[src/rtl/llr_interleaver.sv]
// Single-buffer block interleaver between the turbo-loop SISO decoders.
// It fills one block of signed LLRs and then plays it back in permuted or inverse-permuted order.
module llr_interleaver #(
  parameter int DATA_W    = 10,
  parameter int BLOCK_LEN = 7,
  parameter int STEP      = 3,
  parameter int OFFSET    = 0,
  parameter int CNT_W     = 3
) (
  input  logic              clk_i,
  input  logic              reset_n_i,
  input  logic              mode_i,
  input  logic              in_valid_i,
  output logic              in_ready_o,
  input  logic [DATA_W-1:0] in_data_i,
  output logic              out_valid_o,
  input  logic              out_ready_i,
  output logic [DATA_W-1:0] out_data_o,
  output logic              out_last_o,
  output logic              busy_o
);

  typedef enum logic [1:0] {IDLE, FILL, DRAIN} state_t;

  localparam logic [CNT_W-1:0] LAST_IDX   = CNT_W'(BLOCK_LEN - 1);
  localparam logic [CNT_W-1:0] OFFSET_IDX = CNT_W'(OFFSET);

  state_t            state_q, state_d;
  logic [DATA_W-1:0] mem [BLOCK_LEN];
  logic [CNT_W-1:0]  wr_cnt_q, rd_cnt_q, perm_q;
  logic              mode_q;
  logic [CNT_W-1:0]  wr_addr, rd_addr;
  logic              in_fire, out_fire;

  // Modular add by STEP without a divider; both operands are below BLOCK_LEN, so one subtraction suffices.
  function automatic logic [CNT_W-1:0] perm_step(input logic [CNT_W-1:0] p);
    logic [CNT_W:0] sum;
    sum = {1'b0, p} + (CNT_W+1)'(STEP);
    if (sum >= (CNT_W+1)'(BLOCK_LEN)) begin
      sum = sum - (CNT_W+1)'(BLOCK_LEN);
    end
    return sum[CNT_W-1:0];
  endfunction

  assign in_ready_o  = (state_q != DRAIN);
  assign out_valid_o = (state_q == DRAIN);
  assign busy_o      = (state_q != IDLE);
  assign in_fire     = in_valid_i && in_ready_o;
  assign out_fire    = out_valid_o && out_ready_i;

  always_comb begin
    wr_addr = '0;
    if (state_q == IDLE) begin
      wr_addr = mode_i ? OFFSET_IDX : '0;
    end else begin
      wr_addr = mode_q ? perm_q : wr_cnt_q;
    end
  end

  assign rd_addr    = mode_q ? rd_cnt_q : perm_q;
  assign out_data_o = out_valid_o ? mem[rd_addr] : '0;
  assign out_last_o = out_valid_o && (rd_cnt_q == LAST_IDX);

  always_comb begin
    state_d = state_q;
    case (state_q)
      IDLE:    if (in_fire) state_d = FILL;
      FILL:    if (in_fire && wr_cnt_q == LAST_IDX) state_d = DRAIN;
      DRAIN:   if (out_fire && rd_cnt_q == LAST_IDX) state_d = IDLE;
      default: state_d = IDLE;
    endcase
  end

  // Counters return to 0 at the end of each phase so they never pass BLOCK_LEN-1.
  always_ff @(posedge clk_i or negedge reset_n_i) begin
    if (!reset_n_i) begin
      state_q  <= IDLE;
      wr_cnt_q <= '0;
      rd_cnt_q <= '0;
      perm_q   <= '0;
      mode_q   <= 1'b0;
    end else begin
      state_q <= state_d;
      case (state_q)
        IDLE: begin
          if (in_fire) begin
            mode_q   <= mode_i;
            wr_cnt_q <= CNT_W'(1);
            perm_q   <= perm_step(OFFSET_IDX);
          end
        end
        FILL: begin
          if (in_fire) begin
            if (wr_cnt_q == LAST_IDX) begin
              wr_cnt_q <= '0;
              rd_cnt_q <= '0;
              perm_q   <= OFFSET_IDX;
            end else begin
              wr_cnt_q <= wr_cnt_q + CNT_W'(1);
              perm_q   <= perm_step(perm_q);
            end
          end
        end
        DRAIN: begin
          if (out_fire) begin
            rd_cnt_q <= (rd_cnt_q == LAST_IDX) ? '0 : rd_cnt_q + CNT_W'(1);
            perm_q   <= perm_step(perm_q);
          end
        end
        default: ;
      endcase
    end
  end

  always_ff @(posedge clk_i) begin
    if (in_fire) begin
      mem[wr_addr] <= in_data_i;
    end
  end

endmodule

[config.mk]
export PLATFORM = sky130hd
export DESIGN_NAME = llr_interleaver
export DESIGN_NICKNAME = d
export VERILOG_FILES = /design/src/rtl/llr_interleaver.sv
export SDC_FILE = /design/constraint.sdc
export NUM_CORES = 1
export LEC_CHECK = 0
export CORE_MARGIN = 8
export CORE_UTILIZATION = 60
export CTS_CLUSTER_DIAMETER = 150
export DETAILED_ROUTE_END_ITERATION = 8
export PLACE_DENSITY = 0.82
export SLEW_MARGIN = 5
export SYNTH_ARGS = -nofsm -noshare
export SYNTH_HDL_FRONTEND = slang
export SYNTH_SLANG_ARGS = --single-unit
[constraint.sdc]
create_clock -name clk_i -period 3.7 [get_ports clk_i]
set_clock_uncertainty 0.05 [all_clocks]
set_input_delay 0.925 -clock clk_i [delete_from_list [all_inputs] [get_ports clk_i]]
set_output_delay 0.925 -clock clk_i [all_outputs]
set_load 0.005 [all_outputs]
# Yosys cells after proc, flatten, opt, wreduce, memory -nomap -nowiden
# Memories as Yosys holds them, arrays and structs flattened.
# Cells that the tools add are included.
dict set report totals {
  regBits 12
  ramBits 70
  input_bits 15
  output_inout_bits 14
  word_cells 62
  n_memories 1
}
# memory words width rd rd_ports_with_merged_regs write_ports line
set memory_table {}
lappend memory_table {mem 7 10 1 0 1 29} ;# logic [DATA_W-1:0] mem [BLOCK_LEN];
dict set report op_classes {
  addsub 4
  order_cmp 1
  n_eq_ne 11
  mux 25
  reduce_logical 15
}
# op n
set op_table {}
lappend op_table {{3-bit 2-to-1 mux} 15}
lappend op_table {{3-bit one-hot mux with 2 select lines} 2}
lappend op_table {{10-bit 2-to-1 mux} 1}
lappend op_table {{2-bit != test (second input constant)} 5}
lappend op_table {{3-bit one-hot mux with 3 select lines} 1}
lappend op_table {{4-bit AND reduction} 2}
lappend op_table {{3-bit by 1-bit adder with 3-bit output (second input constant)} 2}
lappend op_table {{3-bit equality test (second input constant)} 2}
lappend op_table {{2-bit 2-to-1 mux} 3}
lappend op_table {{2-bit one-hot mux with 3 select lines} 1}
lappend op_table {{3-bit AND reduction} 2}
lappend op_table {{2-bit nonzero test} 3}
lappend op_table {{1-bit logical AND} 5}
lappend op_table {{3-bit by 2-bit adder with 4-bit output (second input constant)} 1}
lappend op_table {{4-bit by 3-bit >= comparator with 1-bit output (second input constant)} 1}
lappend op_table {{2-bit by 1-bit != test with 1-bit output (second input constant)} 2}
lappend op_table {{3-bit nonzero test} 1}
lappend op_table {{3-bit subtractor (second input constant)} 1}
lappend op_table {{2-bit by 1-bit equality test with 1-bit output (second input constant)} 1}
lappend op_table {{2-bit equality test (second input constant)} 1}
lappend op_table {{2-bit zero test} 1}
lappend op_table {{1-bit 2-to-1 mux} 2}
lappend op_table {{2-bit AND reduction} 1}

# Logic depth before layout (Yosys ltp)
# Gate-level depths: netlist of run 1.
dict set report logic_depth {
  depth_word 6
  ltp_mapped 7
  ltp_nobuf 6
}

# Worst setup path before layout of run 1
# OpenSTA, ideal clock, no wires.
dict set report synth_timing {
  path_kind {input to register}
  start {input port in_valid_i}
  end {memory mem[4][0], enable pin}
  setup_ps 393
  arrival_ps 2079
  setup_slack_ps 1178
  stages 3
  path_buffers 0
  cell_sequence {nor2b_1 > nand2_1 > a211oi_1}
}
dict set report synth_via {
  elab_chain_len 3
}
# element line
set synth_rtl {}
lappend synth_rtl {{start: declaration} 13} ;# input logic in_valid_i,
lappend synth_rtl {{1-bit logical AND} 48} ;# assign in_fire = in_valid_i && in_ready_o;
lappend synth_rtl {{1-bit 2-to-1 mux} 116} ;# if (in_fire) begin
lappend synth_rtl {{1-bit 2-to-1 mux (not written as such)} 117} ;# mem[wr_addr] <= in_data_i;
lappend synth_rtl {{end: declaration} 29}
# No other way between the ends.

# Worst setup path after layout of run 1
dict set report layout_timing {
  start {register state_q[0]}
  end {output port out_last_o}
}
dict set report layout_via {
  elab_chain_len 2
}
# element line
set layout_rtl {}
lappend layout_rtl {{start: declaration} 28} ;# state_t state_q, state_d;
lappend layout_rtl {{start signal: assignment} 83} ;# state_q <= state_d;
lappend layout_rtl {{2-bit equality test} 46} ;# assign out_valid_o = (state_q == DRAIN);
lappend layout_rtl {{1-bit logical AND} 62} ;# assign out_last_o = out_valid_o && (rd_cnt_q == LAST_IDX);
lappend layout_rtl {{end: declaration} 19} ;# output logic out_last_o,
# No other way between the ends.

==> results of run 1 <==
-- cells in the mapped netlist (3+ instances only) --
| cell type | number | area [µm²] |
|---|---|---|
| nor2b_1 | 3 | 18.8 |
| nand2_1 | 51 | 191 |
| buf_6 | 3 | 33.8 |
| a32oi_1 | 10 | 87.6 |
| nor3_1 | 6 | 30.0 |
| nand2b_1 | 6 | 37.5 |
| o2111a_1 | 10 | 113 |
| mux2i_1 | 13 | 130 |
| o21ai_0 | 5 | 25.0 |
| buf_4 | 4 | 30.0 |
| clkbuf_1 | 3 | 11.3 |
| buf_2 | 5 | 25.0 |
| ha_1 | 5 | 62.6 |
| nor2_1 | 5 | 18.8 |
| nand3_1 | 14 | 70.1 |
| dfrtp_1 | 12 | 300 |
| inv_1 | 9 | 33.8 |
| a21oi_1 | 5 | 25.0 |
| a22o_1 | 3 | 26.3 |
| edfxtp_1 | 70 | 2100 |
-- per-layer routing --
metal  GRT usage [%]  share of wire (%)  vias to the layer above
li1                -                  -                     1133
met1            25.4                 44                     1211
met2            30.1                 49                       93
met3            4.92                5.4                       10
met4            6.24                1.3                        0
met5               0                  0                        -
-- flip-flops by register name, summed over array words and instances, names as in the netlist --
register / cells
mode_q: 1
rd_cnt_q: 3
perm_q: 3
mem: 70
wr_cnt_q: 3
state_q: 2
-- worst max-delay path, cell delays in order, from the launching register on --
cell,delay [ns]
dfrtp_1,0.40
inv_1,0.10
ha_1,0.76
inv_1,0.14
nor3_1,0.21
clkdlybuf4s50_1,0.54
-- final cells by class --
class	instances	share of cell area, %
repair buffers	40	8.65
flip-flops and latches	82	56.1
multi-input cells	171	27.1
inverters	10	0.876
well taps	75	2.19
clock buffers	9	2.89
clock inverters	7	2.19
-- cells by family (layout without fill, tap and decap cells) --
group	after synthesis	in the layout	share of synthesized area [%]
AO/OA/AOI/OAI	53	53	12.7
adder cells (fa/ha/maj)	5	5	1.68
buffers and inverters	27	66	4.36
flip-flops	82	82	64.5
multiplexers	17	17	4.80
AND/OR/NAND/NOR	96	96	12.0
-- placed cells by master, fill, tap and decap left out, drive strengths merged, types with 2 or more instances in the layout --
| master | synthesis | final |
|---|---|---|
| edfxtp | 70 | 70 |
| nand2 | 51 | 51 |
| clkdlybuf4s50 | 0 | 28 |
| nand3 | 14 | 14 |
| mux2i | 13 | 13 |
| dfrtp | 12 | 12 |
| buf | 13 | 12 |
| a32oi | 10 | 10 |
| o2111a | 10 | 10 |
| inv | 10 | 10 |
| clkbuf | 4 | 9 |
| o21ai | 7 | 7 |
| nand2b | 6 | 6 |
| nor3 | 6 | 6 |
| nor2 | 6 | 6 |
| a21oi | 5 | 5 |
| ha | 5 | 5 |
| mux2 | 4 | 4 |
| clkinv | 0 | 4 |
| nor2b | 3 | 3 |
| a22o | 3 | 3 |
| o31a | 2 | 2 |
| nand3b | 2 | 2 |
| and2 | 2 | 2 |
| a21o | 2 | 2 |
| bufinv | 0 | 2 |
| o32ai | 2 | 2 |
| a22oi | 2 | 2 |
-- worst paths after layout --
kind | startpoint | endpoint | slack [ns] | cells past startpoint
setup / recovery | state_q[0] | out_last_o | 0.21 | 5
hold / removal | state_q[1] | state_q[1] | 0.52 | 1
setup reg to reg | state_q[0] | mem[1][8] | 1.14 | 5
hold reg to reg | state_q[1] | state_q[1] | 0.52 | 1
max in group asynchronous | reset_n_i | perm_q[2] | 2.33 | 1
min in group asynchronous | reset_n_i | wr_cnt_q[1] | 0.88 | 1
-- where the power goes --
| group | internal, mW | switching [mW] | leakage (nW) | total [mW] |
|---|---|---|---|---|
| clock network | 0.379 | 0.329 | 0.107 | 0.707 |
| registers | 1.20 | 0.114 | 0.784 | 1.31 |
| logic | 0.590 | 0.852 | 0.635 | 1.44 |
| total | 2.16 | 1.29 | 1.53 | 3.46 |
==> run_results.csv, run 1 <==
group,metric,value,unit
placed_design,place_congestion,0.921,
logic_synthesis,ys_ff_latch,82,
global_route,antenna_found_initial,0,
setup_path,path_max_fanout,21,
logic_synthesis,yosys.cell_types.count,53,
die,io-pin-count,29,
cts,clk_pin_slew_worst_paths,0.08,ns
sta,setup_viol,0,
cts,htree_levels,3,
sta,drv_slew,0,
setup_path,arrival,2.51,ns
detailed_routing,wl_per_cell,20.2,µm
global_route,grt.overflow.total,0,
final_layout,insertedDiodeCount,0,
logic_synthesis,synth_ff_type,"edfxtp_1",
final_layout,final_cell_area,4280,µm²
power_and_ir_drop,power_density,808,nW/µm²
detailed_routing,first_pass_iters,5,
setup_path,critPathRequiredTime,2.72,ns
setup_path,endpoint_kind,"output pin",
cts,cts_root_buf,"clkbuf_8",
detailed_routing,via_count,2447,
detailed_routing,drcViolationCount,0,
sta,final.setup.tns,0,ns
detailed_routing,wl,7980,µm
job,drv_cap,0,
cts,cts_setup_buffers,0,
global_route,first_global_vias,2376,
cts,cts_hold_buf,0,
die,die_height,94.8,µm
die,dieArea,8990,µm²
placed_design,place_hpwl,5180,µm
sta,hold-worst-slack,0.518,ns
power_and_ir_drop,max-vdd-ir-drop,625,µV
detailed_routing,ant_nets,0,
global_route,grt_use_total,19.1,%
logic_synthesis,seq_area_frac_synth,64.5,%
placed_design,placed_area,4070,µm²
cts,clock_latency,0.35,ns
final_layout,multi_input_area,1160,µm²
sta,hold_violations,0,
die,coreArea,5960,µm²
logic_synthesis,syn_inst,280,
placed_design,pre_cts_ws,0.600,ns
final_layout,final_nets,334,
min_path,hp-class,"reg -> reg",
final_layout,instances_no_fill,394,
sta,post-route-min-period,3.49,ns
setup_path,path_class,"reg -> out",
cts,cts_max_path_buffers,2,
sta,rsz0062_at_grt,"no",
sta,relSlewSlack,39.2,%
cts,cts_tree,"done",
detailed_routing,avgViaCountPerCell,6.21,
final_layout,drive_above_1_share,11.9,%
power_and_ir_drop,p_total,3.46,mW
die,die_w,94.8,µm
logic_synthesis,synthArstFlopShare,14.6,%
sta,fmax,287,MHz
sta,tightestPinTransition,0.913,ns
logic_synthesis,synth_nets,300,
logic_synthesis,syn_avg_cell_area,13.3,µm²
global_route,grt_first_pass_wirelength,12700,µm
placed_design,io_buffers,28,
final_layout,fin_util,71.9,%
logic_synthesis,ys.warnings.count,0,
cts,cts_resized,0,
sta,fin_crit_sh,94.2,%
cts,clock-sinks,82,
die,start_util,62.6,%
final_layout,area_growth,14.9,%
cts,cts_buffers,9,
final_layout,fill_cells,397,
global_route,grt_max_degree,31,
final_layout,regArea,2400,µm²
die,rows,28,
power_and_ir_drop,power.leakage,1.53,nW
setup_path,cp-start-kind,"register",
placed_design,place_inst,378,
logic_synthesis,synth_edf_count,70,
run_status,status,"complete, no violations",
logic_synthesis,syn-cell-area,3730,µm²
detailed_routing,initialDrtViolationCount,254,
sta,fin_ws,0.213,ns
Note: power is estimated with default switching activity, not from simulation.
==> inputs of run 2 (changes only) <==
Settings changed: DONT_BUFFER_PORTS set to 1, PLACE_DENSITY 0.82 to 0.76.
==> run 2 against run 1 <==
  * Maximum frequency grew 6.2%
  * Routed wire length decreased by 8.2%
  * Flip-flop and latch count unchanged
  * Non-clock buffer count is 32 lower
  * Critical path type unchanged
==> run_results.csv, run 2 (synthesis gave the netlist of run 1 again) <==
group,metric,value,unit
power_and_ir_drop,internal_power,1.90,mW
cts,clock_latency,0.35,ns
sta,tightestPinTransition,1.08,ns
setup_path,endpoint_kind,"output pin",
cts,cts_buffers,9,
power_and_ir_drop,power_density,795,nW/µm²
placed_design,io_buffers,0,
die,start_util,62.6,%
final_layout,area_growth,5.54,%
final_layout,top_register,"mem",
sta,setup_viol,0,
sta,post-route-min-period,3.28,ns
sta,final.setup.tns,0,ns
power_and_ir_drop,power.leakage,1.37,nW
global_route,grt_use_total,17.6,%
setup_path,path_class,"reg -> out",
cts,cts_tree,"done",
final_layout,largest_reg_flops,70,
setup_path,arrival,2.31,ns
die,die_height,94.8,µm
cts,clk_pin_slew_worst_paths,0.08,ns
detailed_routing,ant_nets,0,
sta,fin_crit_sh,88.7,%
power_and_ir_drop,p_total,3.13,mW
final_layout,final_cell_mix,"edfxtp_1 (70), nand2_1 (51), nand3_1 (14)",
detailed_routing,avgViaCountPerCell,6.24,
sta,fmax,305,MHz
sta,hold_violations,0,
power_and_ir_drop,power_frac_seq,42.8,%
run_status,status,"complete, no violations",
cts,cts_max_path_buffers,2,
die,io-pin-count,29,
cts,cts_hold_buf,0,
placed_design,pre_cts_ws,0.800,ns
min_path,hp-class,"in -> async",
die,die_w,94.8,µm
power_and_ir_drop,power_switching,1.23,mW
final_layout,final_nets,302,
die,rows,28,
cts,htree_levels,3,
global_route,antenna_found_initial,0,
power_and_ir_drop,p_comb_share,39.7,%
cts,cts_setup_buffers,0,
global_route,first_global_vias,2329,
final_layout,insertedDiodeCount,0,
job,drv_cap,0,
detailed_routing,wl,7320,µm
die,dieArea,8990,µm²
placed_design,place_hpwl,4890,µm
cts,clock-sinks,82,
setup_path,path_max_fanout,18,
power_and_ir_drop,p_clk_share,17.4,%
placed_design,place_congestion,0.817,
setup_path,cp-start-kind,"register",
detailed_routing,first_pass_iters,4,
sta,drv_slew,0,
final_layout,drive_above_1_share,12.2,%
die,coreArea,5960,µm²
final_layout,fin_util,66.0,%
detailed_routing,wl_per_cell,20.2,µm
cts,cts_resized,0,
global_route,grt.overflow.total,0,
power_and_ir_drop,max-vdd-ir-drop,487,µV
detailed_routing,drcViolationCount,0,
global_route,grt_first_pass_wirelength,11900,µm
sta,rsz0062_at_grt,"no",
sta,fin_ws,0.418,ns
power_and_ir_drop,switching_share,39.3,%
detailed_routing,initialDrtViolationCount,104,
final_layout,mostFrequentLayoutCell,"edfxtp_1",
detailed_routing,via_count,2260,
setup_path,critPathRequiredTime,2.72,ns
cts,cts_root_buf,"clkbuf_8",
global_route,grt_max_degree,31,
sta,relSlewSlack,28.0,%
## run 2: cell count changes in the layout (fill, tap and decap cells not counted), sizes merged
cell           change
clkbuf             +2
bufinv             -2
clkinvlp           +2
clkinv             -2
clkdlybuf4s50     -28
buf                -4
## run 2: path summary, 6_finish.rpt
check / startpoint / endpoint / slack, ns / depth (start not counted)
min in group clk_i: state_q[1] / state_q[1] / 0.52 / 1
setup / recovery: mode_q / out_data_o[5] / 0.42 / 4
hold / removal: reset_n_i / rd_cnt_q[1] / 0.21 / 0
max in group asynchronous: reset_n_i / wr_cnt_q[1] / 3.32 / 0
hold reg to reg: state_q[1] / state_q[1] / 0.52 / 1
setup reg to reg: state_q[0] / mem[2][0] / 0.88 / 6
## run 2: metrics by stage
stage / cells / area, µm² / hold WS, ns
after floorplan: 280 / 3730 / 0.467
after global placement: 346 / 3770 / 0.489
after detailed placement: 346 / 3770 / 0.508
after CTS: 362 / 3930 / 0.197
after global routing: 362 / 3930 / 0.194
final: 362 / 3930 / 0.211
## run 2: per-layer routing
layer  global-route usage (%)  wire [µm]  vias to the layer above
met4                     8.97        110                        0
met3                     5.63        654                       10
met1                     21.0       2990                     1101
li1                         -          -                     1066
met5                        0          0                        -
met2                     28.2       3570                       83
## run 2: power by group through the flow
stage	Combinational [mW]	Clock (mW)	Sequential (mW)
2_1_floorplan	1.08	0	1.27
3_3_place_gp	1.22	0	1.35
3_5_place_dp	1.25	0	1.36
4_1_cts	1.25	0.553	1.34
5_1_grt	1.37	0.584	1.36
6_report	1.24	0.545	1.34
## run 2: worst max-delay path, stage by stage, from the launching register on
cell      delay (ns)
dfrtp_1         0.78
nand2b_1        0.23
o32ai_2         0.54
nand3_1         0.18
o2111a_1        0.22
## run 2: final cells by class
cell class | instances | area (µm²)
clock buffers | 11 | 131
fillers | 425 | 2020
repair buffers | 8 | 60.1
multi-input cells | 171 | 1180
flip-flops and latches | 82 | 2400
inverters | 10 | 37.5
clock inverters | 5 | 31.3
well taps | 75 | 93.8
==> inputs of run 3 (changes only) <==
Settings changed: CAP_MARGIN set to 25.
==> run 3 against run 2 <==
  * Die area unchanged
  * Core utilization increased by 0.13 points
  * Sequential power about the same
  * Worst setup slack got worse by 0.016 ns
  * Critical path type unchanged
  * Clock power about the same
  * Sequential share of layout area decreased by 0.12 points
  * Global-route usage unchanged
==> run_results.csv, run 3 (synthesis gave the netlist of run 1 again) <==
group,metric,value,unit
power_and_ir_drop,p_total,3.12,mW
detailed_routing,avgViaCountPerCell,6.29,
final_layout,final_nets,303,
setup_path,critPathTopFamily,"flip-flops",
die,start_util,62.6,%
die,dieArea,8990,µm²
detailed_routing,drcViolationCount,0,
setup_path,arrival,2.32,ns
final_layout,final_cell_mix,"edfxtp_1 (70), nand2_1 (51), nand3_1 (14)",
detailed_routing,ant_nets,0,
final_layout,insertedDiodeCount,0,
final_layout,top_register,"mem",
setup_path,endpoint_kind,"output pin",
die,die_w,94.8,µm
detailed_routing,initialDrtViolationCount,117,
sta,fmax,303,MHz
placed_design,placed_area,3770,µm²
setup_path,crit_slowest_cell,"dfrtp_1",
final_layout,fill_cells,425,
final_layout,drive_above_1_share,12.5,%
setup_path,path_depth,4,
cts,cts_setup_buffers,0,
detailed_routing,route.met2.wl,3510,µm
setup_path,cp-start-kind,"register",
setup_path,ff2ff_path_depth,6,
detailed_routing,drt-met1-wl,3000,µm
setup_path,crit_path_start,"mode_q",
final_layout,multi_input_area,1180,µm²
setup_path,r2r_end,"mem[1][5]",
global_route,first_global_vias,2329,
global_route,antenna_found_initial,0,
setup_path,cp_num_buf_inv,0,
placed_design,io_buffers,0,
global_route,grt_first_pass_wirelength,11900,µm
setup_path,path_max_fanout,30,
sta,fin_ws,0.401,ns
cts,clock_latency,0.35,ns
cts,cts_tree,"done",
placed_design,pre_cts_ws,0.800,ns
die,io-pin-count,29,
sta,post-route-min-period,3.30,ns
min_path,hp-class,"in -> async",
global_route,grt_max_degree,31,
sta,drv_slew,0,
cts,cts_hold_buf,0,
detailed_routing,top_layer_used,"met4",
die,coreArea,5960,µm²
run_status,status,"complete, no violations",
cts,cts_max_path_buffers,2,
cts,clock-sinks,82,
detailed_routing,wl_per_cell,20.1,µm
cts,cts_buffers,9,
detailed_routing,via_count,2285,
sta,fin_crit_sh,89.1,%
sta,hold_violations,0,
cts,htree_levels,3,
setup_path,slowest_delay,0.78,ns
die,die_height,94.8,µm
global_route,grt.overflow.total,0,
setup_path,path_class,"reg -> out",
setup_path,worstPathCellList,"mux2_4 > mux2i_1 > a32oi_1 > o2111a_1",
setup_path,critPathRequiredTime,2.72,ns
setup_path,crit_path_end,"out_data_o[5]",
final_layout,area_growth,5.74,%
placed_design,place_hpwl,4890,µm
cts,clk_pin_slew_worst_paths,0.08,ns
detailed_routing,met3WireLength,623,µm
detailed_routing,wl,7300,µm
sta,relSlewSlack,43.0,%
sta,rsz0062_at_grt,"no",
cts,cts_root_buf,"clkbuf_8",
placed_design,place_congestion,0.817,
cts,cts_resized,0,
power_and_ir_drop,max-vdd-ir-drop,479,µV
final_layout,regArea,2400,µm²
die,rows,28,
setup_path,reg2reg_slack,1.03,ns
setup_path,reg2reg_from,"state_q[0]",
global_route,grt_use_total,17.6,%
sta,tightestPinTransition,0.855,ns
sta,final.setup.tns,0,ns
final_layout,largest_reg_flops,70,
final_layout,final_cell_area,3940,µm²
final_layout,mostFrequentLayoutCell,"edfxtp_1",
power_and_ir_drop,power.leakage,1.37,nW
sta,setup_viol,0,
power_and_ir_drop,power_density,793,nW/µm²
detailed_routing,first_pass_iters,4,
job,drv_cap,0,
run 3: cell count changes in the layout (fill, tap and decap cells not counted), sizes merged:
cell | previous run | this run
buf | 8 | 9
run 3: where the power goes:
| part | switching (mW) | total [mW] | internal (mW) |
|---|---|---|---|
| Clock | 0.302 | 0.542 | 0.240 |
| Sequential | 0.144 | 1.34 | 1.20 |
| Combinational | 0.777 | 1.24 | 0.465 |
run 3: metal layers:
metal / global-route usage, % / up-vias
met2: 28.2 / 83
met3: 5.63 / 15
met4: 8.97 / 0
li1: - / 1072
met1: 21.0 / 1115
met5: 0 / -
run 3: worst min-delay path by stage:
stage                  endpoint  slack, ns
floorplan            state_q[1]       0.47
global placement     state_q[1]       0.49
detailed placement   state_q[1]       0.51
CTS                 rd_cnt_q[2]       0.20
global route        rd_cnt_q[1]       0.19
finish              rd_cnt_q[1]       0.21
run 3: metrics by stage:
stage | utilization (%) | std cells | hold WS, ns
finish | 66.2 | 363 | 0.214
global route | 66.2 | 363 | 0.194
CTS | 66.0 | 362 | 0.197
detailed placement | 63.3 | 346 | 0.508
global placement | 63.3 | 346 | 0.489
floorplan | - | 280 | 0.467
run 3: cell type report:
class                   instances  share of cell area, %
flip-flops and latches         82                   61.0
multi-input cells             171                   29.9
clock buffers                  11                   3.33
well taps                      75                   2.38
repair buffers                  9                   1.71
inverters                      10                  0.953
clock inverters                 5                  0.794
